<file path="src/rtl/rsa_pkg.sv">
// Shared constants for the RSA datapath: byte width and the
// two-state transfer FSM encoding used by the serialiser.
package rsa_pkg;

  localparam int   BYTE_W  = 8;
  localparam logic ST_IDLE = 1'b0;
  localparam logic ST_SEND = 1'b1;

endpackage

</file>
<file path="src/rtl/edge_detect.sv">
// One-bit rising-edge detector; the delayed register's reset value is
// configurable so a level already high at reset release is not an edge.
module edge_detect #(
  parameter logic RESET_VAL = 1'b0
) (
  input  logic clk,
  input  logic rst,
  input  logic d,
  output logic rise
);

  logic prev_q;
  logic prev_d;

  always_comb prev_d = d;

  always_ff @(posedge clk or negedge rst) begin
    if (!rst) prev_q <= RESET_VAL;
    else      prev_q <= prev_d;
  end

  assign rise = d & ~prev_q;

endmodule

</file>
<file path="src/rtl/parallel_to_serial.sv">
// Captures the N-bit mon_exp result on a start rising edge and streams it
// MSB-first as bytes over a valid/ready handshake to the UART transmitter.
module parallel_to_serial
  import rsa_pkg::*;
#(
  parameter int N  = 16,
  parameter int CW = 4
) (
  input  logic         clk,
  input  logic         rst,
  input  logic         start,
  input  logic [N-1:0] din,
  input  logic         tx_ready,
  output logic [7:0]   tx_byte,
  output logic         tx_valid,
  output logic         busy,
  output logic         done
);

  localparam logic [CW-1:0] CNT_INIT = CW'(N / BYTE_W);

  logic           start_edge;
  logic           state_q,    state_d;
  logic [N-1:0]   shreg_q,    shreg_d;
  logic [CW-1:0]  cnt_q,      cnt_d;
  logic [7:0]     tx_byte_q,  tx_byte_d;
  logic           tx_valid_q, tx_valid_d;
  logic           busy_q,     busy_d;
  logic           done_q,     done_d;
  logic [N-1:0]   shifted;

  // Reset value 1 keeps a start level held across reset release from firing.
  edge_detect #(.RESET_VAL(1'b1)) u_start_edge (
    .clk  (clk),
    .rst  (rst),
    .d    (start),
    .rise (start_edge)
  );

  assign shifted = shreg_q << BYTE_W;

  always_comb begin
    state_d    = state_q;
    shreg_d    = shreg_q;
    cnt_d      = cnt_q;
    tx_byte_d  = tx_byte_q;
    tx_valid_d = tx_valid_q;
    busy_d     = busy_q;
    done_d     = 1'b0;
    case (state_q)
      ST_IDLE: begin
        tx_valid_d = 1'b0;
        busy_d     = 1'b0;
        tx_byte_d  = '0;
        if (start_edge) begin
          shreg_d    = din;
          cnt_d      = CNT_INIT;
          state_d    = ST_SEND;
          tx_valid_d = 1'b1;
          busy_d     = 1'b1;
          tx_byte_d  = din[N-1 -: BYTE_W];
        end
      end
      default: begin
        // The next byte is registered from the shifted value so there is no bubble.
        if (tx_valid_q && tx_ready) begin
          if (cnt_q > CW'(1)) begin
            shreg_d   = shifted;
            cnt_d     = cnt_q - CW'(1);
            tx_byte_d = shifted[N-1 -: BYTE_W];
          end else begin
            state_d    = ST_IDLE;
            cnt_d      = '0;
            tx_valid_d = 1'b0;
            busy_d     = 1'b0;
            tx_byte_d  = '0;
            done_d     = 1'b1;
          end
        end
      end
    endcase
  end

  always_ff @(posedge clk or negedge rst) begin
    if (!rst) begin
      state_q    <= ST_IDLE;
      shreg_q    <= '0;
      cnt_q      <= '0;
      tx_byte_q  <= '0;
      tx_valid_q <= 1'b0;
      busy_q     <= 1'b0;
      done_q     <= 1'b0;
    end else begin
      state_q    <= state_d;
      shreg_q    <= shreg_d;
      cnt_q      <= cnt_d;
      tx_byte_q  <= tx_byte_d;
      tx_valid_q <= tx_valid_d;
      busy_q     <= busy_d;
      done_q     <= done_d;
    end
  end

  assign tx_byte  = tx_byte_q;
  assign tx_valid = tx_valid_q;
  assign busy     = busy_q;
  assign done     = done_q;

endmodule

</file>
<file path="config.mk">
export PLATFORM = sky130hd
export DESIGN_NAME = parallel_to_serial
export DESIGN_NICKNAME = d
export VERILOG_FILES = /design/src/rtl/rsa_pkg.sv /design/src/rtl/edge_detect.sv /design/src/rtl/parallel_to_serial.sv
export SDC_FILE = /design/constraint.sdc
export NUM_CORES = 1
export LEC_CHECK = 0
export CAP_MARGIN = 10
export CORE_MARGIN = 5
export CORE_UTILIZATION = 47
export DETAILED_ROUTE_END_ITERATION = 10
export PLACE_DENSITY_LB_ADDON = 0.15
export REMOVE_ABC_BUFFERS = 1
export SLEW_MARGIN = 10
export SYNTH_ARGS = -nofsm -noshare
export SYNTH_HDL_FRONTEND = slang
export SYNTH_SLANG_ARGS = --single-unit
export TNS_END_PERCENT = 50
</file>
<file path="constraint.sdc">
create_clock -name clk -period 1.5 [get_ports clk]
set_input_delay 0.225 -clock clk [delete_from_list [all_inputs] [get_ports clk]]
set_output_delay 0.225 -clock clk [all_outputs]
set_load 0.02 [all_outputs]
</file>
# After elaboration in Yosys (flattened, before gate mapping)
# Index checks and enable logic that the tools add are counted.
[classes] n_addsub=1 n_mux=22 n_reduce_logical=5 n_bitwise=2 eq_ne=3 n_lt_le_gt_ge=1
[op_table] cell="$mux W8" count=8
[op_table] cell="$mux W4" count=4
[op_table] cell="$mux W1" count=10
[op_table] cell="$gt A4 B1 Y1 const B" count=1
[op_table] cell="$ne A2 B1 Y1 const B" count=2
[op_table] cell="$reduce_and A2 Y1" count=2
[op_table] cell="$sub A4 B1 Y4 const B" count=1
[op_table] cell="$reduce_and A3 Y1" count=1
[op_table] cell="$ne A2 B2 Y1 const B" count=1
[op_table] cell="$reduce_bool A2 Y1" count=1
[op_table] cell="$and A1 B1 Y1" count=1
[op_table] cell="$logic_and A1 B1 Y1" count=1
[op_table] cell="$not A1 Y1" count=1
[word_totals] word_cells=41 out_inout_bits=11 reg_bits=24

# Depth between registers and ports, before layout
[depth] depth_word=4 mapped_depth=6 depth_no_buf=5

# Modules after synthesis
# A second synthesis with hierarchy kept.
[hier_totals] hier_cells=111 hier_area_um2=1102.3
[by_module_without_submodules] module="parallel_to_serial" seq_area_each_um2=575.6 n_inst=1 cells_each=109 area_per_inst_um2=1062.3
[by_module_without_submodules] module="edge_detect" seq_area_each_um2=26.3 n_inst=1 cells_each=2 area_per_inst_um2=40.0

# Worst setup path after synthesis
# Ideal clock, no wire load.
[synth_timing] kind="reg2reg" startpoint="register, netlist name busy" endpoint="register cnt_q[0]" arrival_time_ps=1282 period_less_slack_ps=1407 slack_ps=93 path_buffers=2 stages_incl_launch_ff=6 path_cell_list="dfrtp_1 > and3_1 > buf_2 > o21a_1 > buf_6 > mux2_2"
[synth_lines] item="to (signal assigned)" line_no="parallel_to_serial.sv:96" source="cnt_q <= cnt_d;"
[synth_lines] item="to (decl)" line_no="parallel_to_serial.sv:25" source="logic [CW-1:0] cnt_q, cnt_d;"

# Worst setup path in the final report
[layout_timing] startpoint="register cnt_q[0]" endpoint="register shreg_q[1]"
[layout_via] elab_chain_len=3
[layout_rtl] item="$gt A4 B1 Y1" line_no="parallel_to_serial.sv:67" source="if (cnt_q > CW'(1)) begin"
[layout_rtl] item="$ne A2 B1 Y1 (no line)"
[layout_rtl] item="$reduce_and A3 Y1 (no line)"
[layout_rtl] item="to (signal assigned)" line_no="parallel_to_serial.sv:95" source="shreg_q <= shreg_d;"
[layout_rtl] item="to (decl)" line_no="parallel_to_serial.sv:24" source="logic [N-1:0] shreg_q, shreg_d;"
# Every way passes these cells.
# A chain may end at the register's enable or synchronous reset.

==> results.yml <==
sta:
  slew_headroom: 0.754
  period_minus_slack_ns: 1.43
  final.period_utilization: 0.951
  finalClockSkew_ns: 0.0137
  finalSetupViolations: 0
  max_freq_mhz: 701
  hold_viol: 0
  drv_slew: 0
  worst_pin_slew_ns: 0.368
  holdWs_ns: 0.189
logic_synthesis:
  muxShareOfSynthArea: 0.0182
  yosys_warnings: 0
  synth_edf_count: 0
  synth_cells: 121
  synth-xor-area-share: 0
  synth_flop_cell: "dfrtp_1"
  yosysSeqAreaShare: 0.515
  synth-compound-area-share: 0.202
  synth_fa_ha_area_frac: 0.0214
  ys_async_sr_fraction: 1.00
  synth_area_per_cell_um2: 9.66
  yosysTopAreaCellShare: 0.493
  ys_types: 31
  ys_seq_elements: 24
  yosys.area_share.simple: 0.151
  syn_area_mm2: 0.00117
  synth.area.top_cells: "dfrtp_1, o211ai_1, o31ai_1"
  yosysTopAreaCell: "dfrtp_1"
  synth_top_family_by_area: "compound AO/OA/AOI/OAI gates"
pwr:
  p_total_w: 0.00256
  p_leak_nw: 0.701
  power_density_mw_per_mm2: 1610
  ir_worst_vdd_mv: 0.876
grt:
  grt_pass1_vias: 1006
  grt_max_degree: 18
  grt_usage: 0.178
  grt_pass1_wl_mm: 4.81
  antenna_found_initial: 0
  grt-ovfl-total: 0
final_layout:
  nFillCells: 197
  seqCellArea_um2: 602
  final_cells: 189
  diodes: 0
  multi_input_comb_area_um2: 464
  nets: 182
  area_growth_syn_to_layout_pct: 36.4
  drive_gt1_frac: 0.145
  utilization: 0.655
floorplan:
  start_util: 0.480
  die_h_um: 59.9
  ios: 31
  coreArea_mm2: 0.00243
  fp.dieW_um: 59.9
  rows: 18
  fp.dieArea_mm2: 0.00358
critical_path:
  crit_path_start_kind: "flip-flop"
  cp-end-kind: "flip-flop"
  timing.rr.end: "shreg_q[1]"
  r2r-start: "cnt_q[0]"
  arrival_ns: 1.63
  reg2reg_setup_slack_ns: 0.07
  path_class: "reg2reg"
  startpoint: "cnt_q[0]"
  cp_data_required_time_ns: 1.71
  crit_fanout: 8
  reg2reg_depth: 6
run_status:
  status: "finished clean"
placement:
  dp_cells: 180
  port_buffers: 30
  routabilityCongestion: 0.871
  dp_hpwl_mm: 2.09
clock_tree:
  numCtsBuffers: 3
  root_buffer: "clkbuf_4"
  clk_latency_ns: 0.31
  clk_pin_slew_ns: 0.12
  clockBufferDepth: 2
  tritoncts: "done"
  clock_sinks: 24
  holdBufCountCts: 0
  htreeDepth: 1
detailed_routing:
  vias: 1051
  antenna_left: 0
  drc: 0
  dr.pass1.iters: 4
  wl_mm: 2.82
  avgRoutedWirePerCell_um: 14.9
  drt-vias-per-instance: 5.56
  first_iter_violations: 35
job:
  drv_cap: 0
min_path:
  hold_path_class: "in2async"
[report_power, final]
part	leakage, nW	switching (W)	total, W	internal, W
Sequential	0.294	0.000158	0.00106	0.000898
Combinational	0.392	0.000650	0.00122	0.000568
Clock	0.0150	0.000184	0.000288	0.000104
[how the worst max path moves through the flow]
stage | end | slack, ns
finish | shreg_q[1] | 0.07
global placement | shreg_q[0] | 0.02
global route | tx_byte[7] | -0.002
detailed placement | tx_byte[5] | -0.11
floorplan | cnt_q[2] | -1.26
CTS | done | 0.02
[metal layers]
layer	share of wire	GRT usage	routed length, µm	vias to the layer above
met5	0	0	0	-
met4	0.0050	0.0665	14	0
met2	0.49	0.265	1370	50
met3	0.078	0.0389	220	2
met1	0.43	0.254	1220	499
li1	-	-	-	500
[through the flow]
| stage | setup TNS [ns] | setup WS, ns | area [µm²] |
|---|---|---|---|
| 3_3_place_gp | 0 | 0.0170 | 1540 |
| 5_1_grt | -0.00159 | -0.00159 | 1590 |
| 2_1_floorplan | -22.36 | -1.26 | 1110 |
| 3_5_place_dp | -1.27 | -0.112 | 1540 |
| 4_1_cts | 0 | 0.0200 | 1550 |
| 6_report | 0 | 0.0742 | 1590 |
[cell type report]
cell class / instances / area share
Sequential cell: 24 / 0.378
Inverter: 12 / 0.0283
Multi-Input combinational cell: 74 / 0.291
Timing Repair Buffer: 45 / 0.263
Clock buffer: 4 / 0.0165
Tap cell: 30 / 0.0235
[Yosys cell counts, drive strengths merged, types with 2 or more instances]
cell / n
o31ai: 8
ha: 2
buf: 10
a31oi: 8
nand2: 9
o22ai: 2
dfrtp: 23
nor3b: 2
o21ai: 2
nor2: 12
nand3: 8
inv: 11
o211ai: 8
[layout by cell type, fill, tap and decap left out, drive strengths merged, types with 2 or more instances in the layout]
cell | synthesis | final
dfrtp | 23 | 23
clkdlybuf4s50 | 0 | 19
buf | 10 | 15
nor2 | 12 | 12
inv | 11 | 11
dlygate4sd2 | 0 | 10
nand2 | 9 | 9
nand3 | 8 | 8
o31ai | 8 | 8
o211ai | 8 | 8
a31oi | 8 | 8
clkbuf | 1 | 4
o21ai | 2 | 2
o22ai | 2 | 2
ha | 2 | 2
nor3b | 2 | 2
[timing repair]
item | in CTS | in global routing
pin swaps | 0 | 1
resized for setup | 10 | 3
setup buffers | 0 | 5
setup endpoints to repair | 10 | 13
[registers in the layout (all words and copies together) (netlist names)]
name,cells
busy,1
u_start_edge.prev_q,1
tx_byte,8
done,1
shreg_q,8
cnt_q,4
state_q,1
[critical path, cell delays in order (launching register included)]
cell and delay [ns]:
dfrtp_1 0.43, inv_1 0.07, ha_1 0.18, nor2_1 0.08, o21a_1 0.21, buf_12 0.14, o31ai_1 0.22
[cell families after synthesis]
logic type               count (synthesis)
AO/OA/AOI/OAI                           33
adder cells (fa/ha/maj)                  2
buffers and inverters                   23
flip-flops                              24
multiplexers                             2
AND/OR/NAND/NOR                         37
Note: power is estimated with default switching activity, not from simulation.
